[src/rtl/uart_transmitter_pkg.sv]
// UART transmitter shared definitions: FSM states, oversample rate,
// baud_select codes and the divisor rounding helper.
package uart_transmitter_pkg;

  typedef enum logic [2:0] {
    ST_IDLE   = 3'd0,
    ST_START  = 3'd1,
    ST_DATA   = 3'd2,
    ST_PARITY = 3'd3,
    ST_STOP   = 3'd4
  } tx_state_e;

  localparam int unsigned OVERSAMPLE = 16;
  localparam int unsigned DIV_W      = 20;

  localparam logic [3:0] TICK_LAST = 4'(OVERSAMPLE - 1);

  localparam logic [2:0] BAUD_300    = 3'b000;
  localparam logic [2:0] BAUD_1200   = 3'b001;
  localparam logic [2:0] BAUD_4800   = 3'b010;
  localparam logic [2:0] BAUD_9600   = 3'b011;
  localparam logic [2:0] BAUD_19200  = 3'b100;
  localparam logic [2:0] BAUD_38400  = 3'b101;
  localparam logic [2:0] BAUD_57600  = 3'b110;
  localparam logic [2:0] BAUD_115200 = 3'b111;

  function automatic int unsigned baud_rate(
    input logic [2:0] sel
  );
    int unsigned r;
    unique case (sel)
      BAUD_300:    r = 300;
      BAUD_1200:   r = 1200;
      BAUD_4800:   r = 4800;
      BAUD_9600:   r = 9600;
      BAUD_19200:  r = 19200;
      BAUD_38400:  r = 38400;
      BAUD_57600:  r = 57600;
      default:     r = 115200;
    endcase
    return r;
  endfunction

  // clk_hz / (OVERSAMPLE * baud), rounded to nearest
  function automatic logic [DIV_W-1:0] baud_div(
    input int unsigned clk_hz,
    input logic [2:0]  sel
  );
    int unsigned r;
    r = baud_rate(sel);
    return DIV_W'((clk_hz + (OVERSAMPLE / 2) * r)
                  / (OVERSAMPLE * r));
  endfunction

endpackage

[src/rtl/uart_transmitter_baud_tick.sv]
// Oversample tick generator: one-cycle tick_o every divisor clocks.
// Ports: clk_i, reset_i, clear_i (restart), en_i, sel_i (baud), tick_o.
import uart_transmitter_pkg::*;

module uart_baud_tick #(
  parameter int unsigned CLK_HZ = 50_000_000
) (
  input  logic       clk_i,
  input  logic       reset_i,
  input  logic       clear_i,
  input  logic       en_i,
  input  logic [2:0] sel_i,
  output logic       tick_o
);

  localparam logic [DIV_W-1:0] DIV_0 =
    baud_div(CLK_HZ, BAUD_300);
  localparam logic [DIV_W-1:0] DIV_1 =
    baud_div(CLK_HZ, BAUD_1200);
  localparam logic [DIV_W-1:0] DIV_2 =
    baud_div(CLK_HZ, BAUD_4800);
  localparam logic [DIV_W-1:0] DIV_3 =
    baud_div(CLK_HZ, BAUD_9600);
  localparam logic [DIV_W-1:0] DIV_4 =
    baud_div(CLK_HZ, BAUD_19200);
  localparam logic [DIV_W-1:0] DIV_5 =
    baud_div(CLK_HZ, BAUD_38400);
  localparam logic [DIV_W-1:0] DIV_6 =
    baud_div(CLK_HZ, BAUD_57600);
  localparam logic [DIV_W-1:0] DIV_7 =
    baud_div(CLK_HZ, BAUD_115200);

  logic [DIV_W-1:0] div;
  logic [DIV_W-1:0] cnt_q;
  logic [DIV_W-1:0] cnt_d;

  always_comb begin
    div = DIV_7;
    unique case (sel_i)
      BAUD_300:   div = DIV_0;
      BAUD_1200:  div = DIV_1;
      BAUD_4800:  div = DIV_2;
      BAUD_9600:  div = DIV_3;
      BAUD_19200: div = DIV_4;
      BAUD_38400: div = DIV_5;
      BAUD_57600: div = DIV_6;
      default:    div = DIV_7;
    endcase
  end

  // tick lands on the last clock of each divisor period
  assign tick_o = en_i && (cnt_q == div - DIV_W'(1));

  always_comb begin
    cnt_d = cnt_q + DIV_W'(1);
    if (clear_i || !en_i || tick_o) begin
      cnt_d = '0;
    end
  end

  always_ff @(posedge clk_i) begin
    if (reset_i) begin
      cnt_q <= '0;
    end else begin
      cnt_q <= cnt_d;
    end
  end

endmodule

[src/rtl/uart_transmitter.sv]
// UART transmitter: start, 8 data LSB first, even parity, stop.
// Ports: clk, reset, baud_select, Tx_EN/Tx_WR/Tx_DATA in; TxD/Tx_BUSY/Tx_DONE out.
import uart_transmitter_pkg::*;

module uart_transmitter #(
  parameter int unsigned CLK_HZ = 50_000_000
) (
  input  logic       clk,
  input  logic       reset,
  input  logic [2:0] baud_select,
  input  logic       Tx_EN,
  input  logic       Tx_WR,
  input  logic [7:0] Tx_DATA,
  output logic       TxD,
  output logic       Tx_BUSY,
  output logic       Tx_DONE
);

  tx_state_e  state_q, state_d;
  logic [3:0] tcnt_q, tcnt_d;
  logic [2:0] bidx_q, bidx_d;
  logic [7:0] shift_q, shift_d;
  logic       par_q, par_d;
  logic [2:0] baud_q, baud_d;
  logic       txd_q, txd_d;
  logic       busy_q, busy_d;
  logic       done;
  logic       tick;
  logic       accept;

  assign accept = Tx_WR && Tx_EN && !busy_q;

  // baud_q is latched on accept, so the rate is fixed per frame
  uart_baud_tick #(
    .CLK_HZ (CLK_HZ)
  ) u_tick (
    .clk_i   (clk),
    .reset_i (reset),
    .clear_i (accept),
    .en_i    (busy_q),
    .sel_i   (baud_q),
    .tick_o  (tick)
  );

  always_comb begin
    state_d = state_q;
    tcnt_d  = tcnt_q;
    bidx_d  = bidx_q;
    shift_d = shift_q;
    par_d   = par_q;
    baud_d  = baud_q;
    txd_d   = txd_q;
    busy_d  = busy_q;
    done    = 1'b0;
    if (!Tx_EN) begin
      state_d = ST_IDLE;
      tcnt_d  = '0;
      bidx_d  = '0;
      txd_d   = 1'b1;
      busy_d  = 1'b0;
    end else begin
      unique case (state_q)
        ST_IDLE: begin
          txd_d  = 1'b1;
          busy_d = 1'b0;
          if (accept) begin
            shift_d = Tx_DATA;
            par_d   = ^Tx_DATA;
            baud_d  = baud_select;
            state_d = ST_START;
            tcnt_d  = '0;
            bidx_d  = '0;
            txd_d   = 1'b0;
            busy_d  = 1'b1;
          end
        end
        ST_START, ST_DATA,
        ST_PARITY, ST_STOP: begin
          if (tick) begin
            tcnt_d = tcnt_q + 4'd1;
            // 16th tick: line moves to the next bit
            if (tcnt_q == TICK_LAST) begin
              unique case (state_q)
                ST_START: begin
                  state_d = ST_DATA;
                  bidx_d  = '0;
                  txd_d   = shift_q[0];
                end
                ST_DATA: begin
                  if (bidx_q == 3'd7) begin
                    state_d = ST_PARITY;
                    bidx_d  = '0;
                    txd_d   = par_q;
                  end else begin
                    bidx_d = bidx_q + 3'd1;
                    txd_d  = shift_q[bidx_q + 3'd1];
                  end
                end
                ST_PARITY: begin
                  state_d = ST_STOP;
                  txd_d   = 1'b1;
                end
                ST_STOP: begin
                  state_d = ST_IDLE;
                  txd_d   = 1'b1;
                  busy_d  = 1'b0;
                  done    = 1'b1;
                end
                default: begin
                  state_d = ST_IDLE;
                end
              endcase
            end
          end
        end
        default: begin
          state_d = ST_IDLE;
          txd_d   = 1'b1;
          busy_d  = 1'b0;
        end
      endcase
    end
  end

  always_ff @(posedge clk) begin
    if (reset) begin
      state_q <= ST_IDLE;
      tcnt_q  <= '0;
      bidx_q  <= '0;
      shift_q <= '0;
      par_q   <= 1'b0;
      baud_q  <= '0;
      txd_q   <= 1'b1;
      busy_q  <= 1'b0;
    end else begin
      state_q <= state_d;
      tcnt_q  <= tcnt_d;
      bidx_q  <= bidx_d;
      shift_q <= shift_d;
      par_q   <= par_d;
      baud_q  <= baud_d;
      txd_q   <= txd_d;
      busy_q  <= busy_d;
    end
  end

  assign TxD     = txd_q;
  assign Tx_BUSY = busy_q;
  assign Tx_DONE = done;

endmodule

[config.mk]
export PLATFORM = sky130hd
export DESIGN_NAME = uart_transmitter
export DESIGN_NICKNAME = d
export VERILOG_FILES = /design/src/rtl/uart_transmitter_pkg.sv /design/src/rtl/uart_transmitter_baud_tick.sv /design/src/rtl/uart_transmitter.sv
export SDC_FILE = /design/constraint.sdc
export NUM_CORES = 1
export LEC_CHECK = 0
export CORE_ASPECT_RATIO = 2
export CORE_MARGIN = 10
export CORE_UTILIZATION = 58
export DETAILED_ROUTE_END_ITERATION = 10
export PLACE_DENSITY = 0.8
export SYNTH_ARGS = -nofsm -noshare
export SYNTH_HDL_FRONTEND = slang
export SYNTH_HIERARCHICAL = 1
export SYNTH_SLANG_ARGS = --single-unit
export TNS_END_PERCENT = 50
[constraint.sdc]
create_clock -name clk -period 4.7 [get_ports clk]
set_input_delay 0.94 -clock clk [delete_from_list [all_inputs] [get_ports clk]]
set_output_delay 0.94 -clock clk [all_outputs]
set_load 0.01 [all_outputs]
==> metrics, run 1 <==
Hold Crit Class=reg2reg; clock skew=0.00859 ns; Post-Synth XOR/XNOR Area=0.117; Clk Latency, worst-skew pair=0.29 ns; RSZ-0062 raised after global routing=false; WP data arrival=3.51 ns; sum of negative setup slack=0 ns; clock buffer depth=2; CTS tree=yes; row cnt=34; Placeable Area=4300 um^2; Critical Path Fanout Max=12; fin nets=333; total power=708 uW; post-synthesis sequential area ratio=0.347; hpwl dp=4420 um; Post-synth EDFFs=0; required time of the critical path=3.76 ns; TritonCTS Sinks=44; htree depth=2; Reg power frac=0.547; Power Dens Cells=254 nW/um^2; Synth Area in Compound Gates=0.126; Mapped Nets=321; total CTS buffers=5; antenna violations before repair=0; first-pass GRT wire length=9910 um; Post-Synth Simple-Gate Area=0.313; port bufs=17; Fin. Hold Viols=0; crit path kind=reg2out; Root Buffer=clkbuf_8; Peak VDD IR=300 uV; routed length per instance=15.5 um; Via Count=2148; CP endpoint kind=output pin; Tcrit/Tclk final=0.947; number of global-route vias before repair=2192; average cell area after synthesis=8.43 um^2; Total Wirelength=5710 um; YS warnings=6; drt first pass iters=4; I/O pin cnt=18; # fillers=373; maximum capacitance violations=0; outcome=completed; Die Span Y=114 um; mux contribution to synthesized area=0.0207; Post-DRT Antenna Nets=0; Hold Buf Count CTS=0; hold slack=0.461 ns; Placer Congestion=0.856; Post-synth ARST share=0; Slew headroom=0.410; FF+latch count, synth=44; Die X-Extent=66.8 um; clock group share of total power=0.351; Ant. Diodes=0; switching portion of total power=0.245; Post-Syn Area=2540 um^2; Post-route DRC=0; gr usage total=0.161; Max Clk Rate=0.225 GHz; Initial DRC Count=68; largest net degree at the start of global routing=18; LEAKAGE=0.000948 uW; Comb pwr share=0.102; crit path time final=4.45 ns; Pins Over Slew Limit=0; Clock transition at path regs=0.08 ns; Die Area=7580 um^2; internal power=534 uW; Via density=5.84; Yosys cell types=53; Worst-Margin Slew=0.875 ns; P_sw=174 uW; Final Util=0.648; largest family of logic cells by synthesized area=simple AND/OR/NAND/NOR gates; initial core utilization=0.590; area grow syn2layout=9.72%; gr ovfl total=0; ys flop type=dfxtp_1; Worst Setup Start Kind=register; setup violators final=0; Post-Synth Adder-Cell Area=0.0247; layout cells sized above 1=0.111; Post-Syn Instances=301
==> state kept, by name, indices dropped and copies added, names as in the netlist <==
register / count
par_q: 1
baud_q: 3
state_q: 3
tcnt_q: 4
TxD: 1
u_tick/cnt_q: 20
bidx_q: 3
Tx_BUSY: 1
shift_q: 8
==> cell usage in the layout, fill, tap and decap left out, drive strengths merged, types with 3 or more instances in the layout <==
master         instances
inv                    7
nor3                  10
xnor2                 16
or3b                   3
o31ai                  4
and4                   3
o21ai                 11
nand2                 34
clkbuf                 7
xor2                  18
nand3                 10
a21oi                 24
and2                   5
and3                   6
nor2                  32
nor2b                  5
dfxtp                 44
nand2b                 4
mux2i                  3
nand4                 10
nand3b                 3
or3                    5
ha                     5
clkdlybuf4s50         17
==> cells by family (layout without fill, tap and decap cells) <==
family	count (synthesis)	after routing
buf+inv	21	34
xor+xnor	34	34
mux	4	4
flops	44	44
simple gates	141	141
fa+ha+maj	5	5
compound gates	52	52
==> power by group through the flow <==
stage,Combinational [uW],Sequential [uW],Clock [uW]
after floorplan,52.9,392,0
after global placement,70.9,396,0
after detailed placement,72.2,396,0
after CTS,72.5,387,255
after global routing,79.7,389,267
final,72.3,387,248
==> metrics by stage <==
| step | instances | cell area [um^2] | worst slack [ns] |
|---|---|---|---|
| final | 368 | 2780 | 0.251 |
| after global routing | 368 | 2780 | 0.0349 |
| after CTS | 368 | 2780 | 0.258 |
| after detailed placement | 360 | 2690 | 0.580 |
| after global placement | 360 | 2690 | 0.693 |
| after floorplan | 301 | 2540 | 1.18 |
==> cell usage after synthesis (all sizes together) (3+ instances only) <==
cell    number  area [um^2]
inv          7         26.3
or3          5         36.3
o21ai       11         55.1
or3b         3         28.8
nand3       10         50.1
xor2        18          158
nor2b        5         33.8
buf         10         86.3
ha           5         62.6
nand2b       4         25.0
and2         5         33.8
nor3        10         55.1
nand2       34          128
and4         3         28.8
clkbuf       4         15.0
and3         6         37.5
nand3b       3         22.5
nand4       10         77.6
mux2i        3         30.0
nor2        32          148
xnor2       16          140
dfxtp       44          881
o31ai        4         30.0
a21oi       24          120
==> worst paths after layout <==
kind / depth (start not counted) / slack (ns) / startpoint / end
min: 2 / 0.46 / shift_q[4] / shift_q[4]
max reg2reg: 13 / 1.02 / baud_q[0] / bidx_q[2]
max: 11 / 0.25 / baud_q[0] / Tx_DONE
min reg2reg: 2 / 0.46 / shift_q[4] / shift_q[4]
==> final cells by class <==
type	count	area, um^2	share of cell area
clock buffer	7	86.3	0.0310
timing repair buffer	19	185	0.0665
sequential	44	882	0.317
inverter	7	26.3	0.00944
tap	54	67.6	0.0243
multi-input combinational	236	1530	0.549
clock inverter	1	7.51	0.00270
==> per-layer routing <==
metal  share of wire  wire length [um]  GRT usage  vias to the layer above
met1            0.37              2100      0.159                     1005
met5               0                 0          0                        -
li1                -                 -          -                     1075
met4           0.044               252     0.0970                        0
met2            0.56              3170      0.288                       50
met3           0.031               177     0.0344                       18
==> repair_timing <==
action / in CTS / in global routing
setup buffers: 0 / 0
gates resized for setup: 0 / 1
endpoints found under the setup margin: 0 / 1
==> worst max-delay path: stages, from the launching register on <==
cell,delay [ns]
dfxtp_1,0.52
nor2b_2,0.30
a21o_1,0.15
ha_1,0.24
xor2_1,0.17
nand4_1,0.13
nor4_2,0.30
nand3b_1,0.13
nor3_1,0.25
and4_1,0.29
and4_1,0.20
clkdlybuf4s50_1,0.54
(Power assumes the default switching activity.)
==> inputs of run 2 (changes only) <==
--- a/config.mk
+++ b/config.mk
@@ -8,6 +8,7 @@
 export CORE_ASPECT_RATIO = 2
 export CORE_MARGIN = 10
 export CORE_UTILIZATION = 58
+export CTS_CLUSTER_SIZE = 16
 export DETAILED_ROUTE_END_ITERATION = 10
 export PLACE_DENSITY = 0.8
 export SYNTH_ARGS = -nofsm -noshare
==> results of run 2 <==
Same layout as run 1: the final DEF is identical, and so are final timing and power.
==> inputs of run 3 (changes only) <==
--- a/config.mk
+++ b/config.mk
@@ -8,6 +8,7 @@
 export CORE_ASPECT_RATIO = 2
 export CORE_MARGIN = 10
 export CORE_UTILIZATION = 58
+export CTS_CLUSTER_DIAMETER = 80
 export CTS_CLUSTER_SIZE = 16
 export DETAILED_ROUTE_END_ITERATION = 10
 export PLACE_DENSITY = 0.8
==> results of run 3 <==
Same layout as run 1: the final DEF is identical, and so are final timing and power.
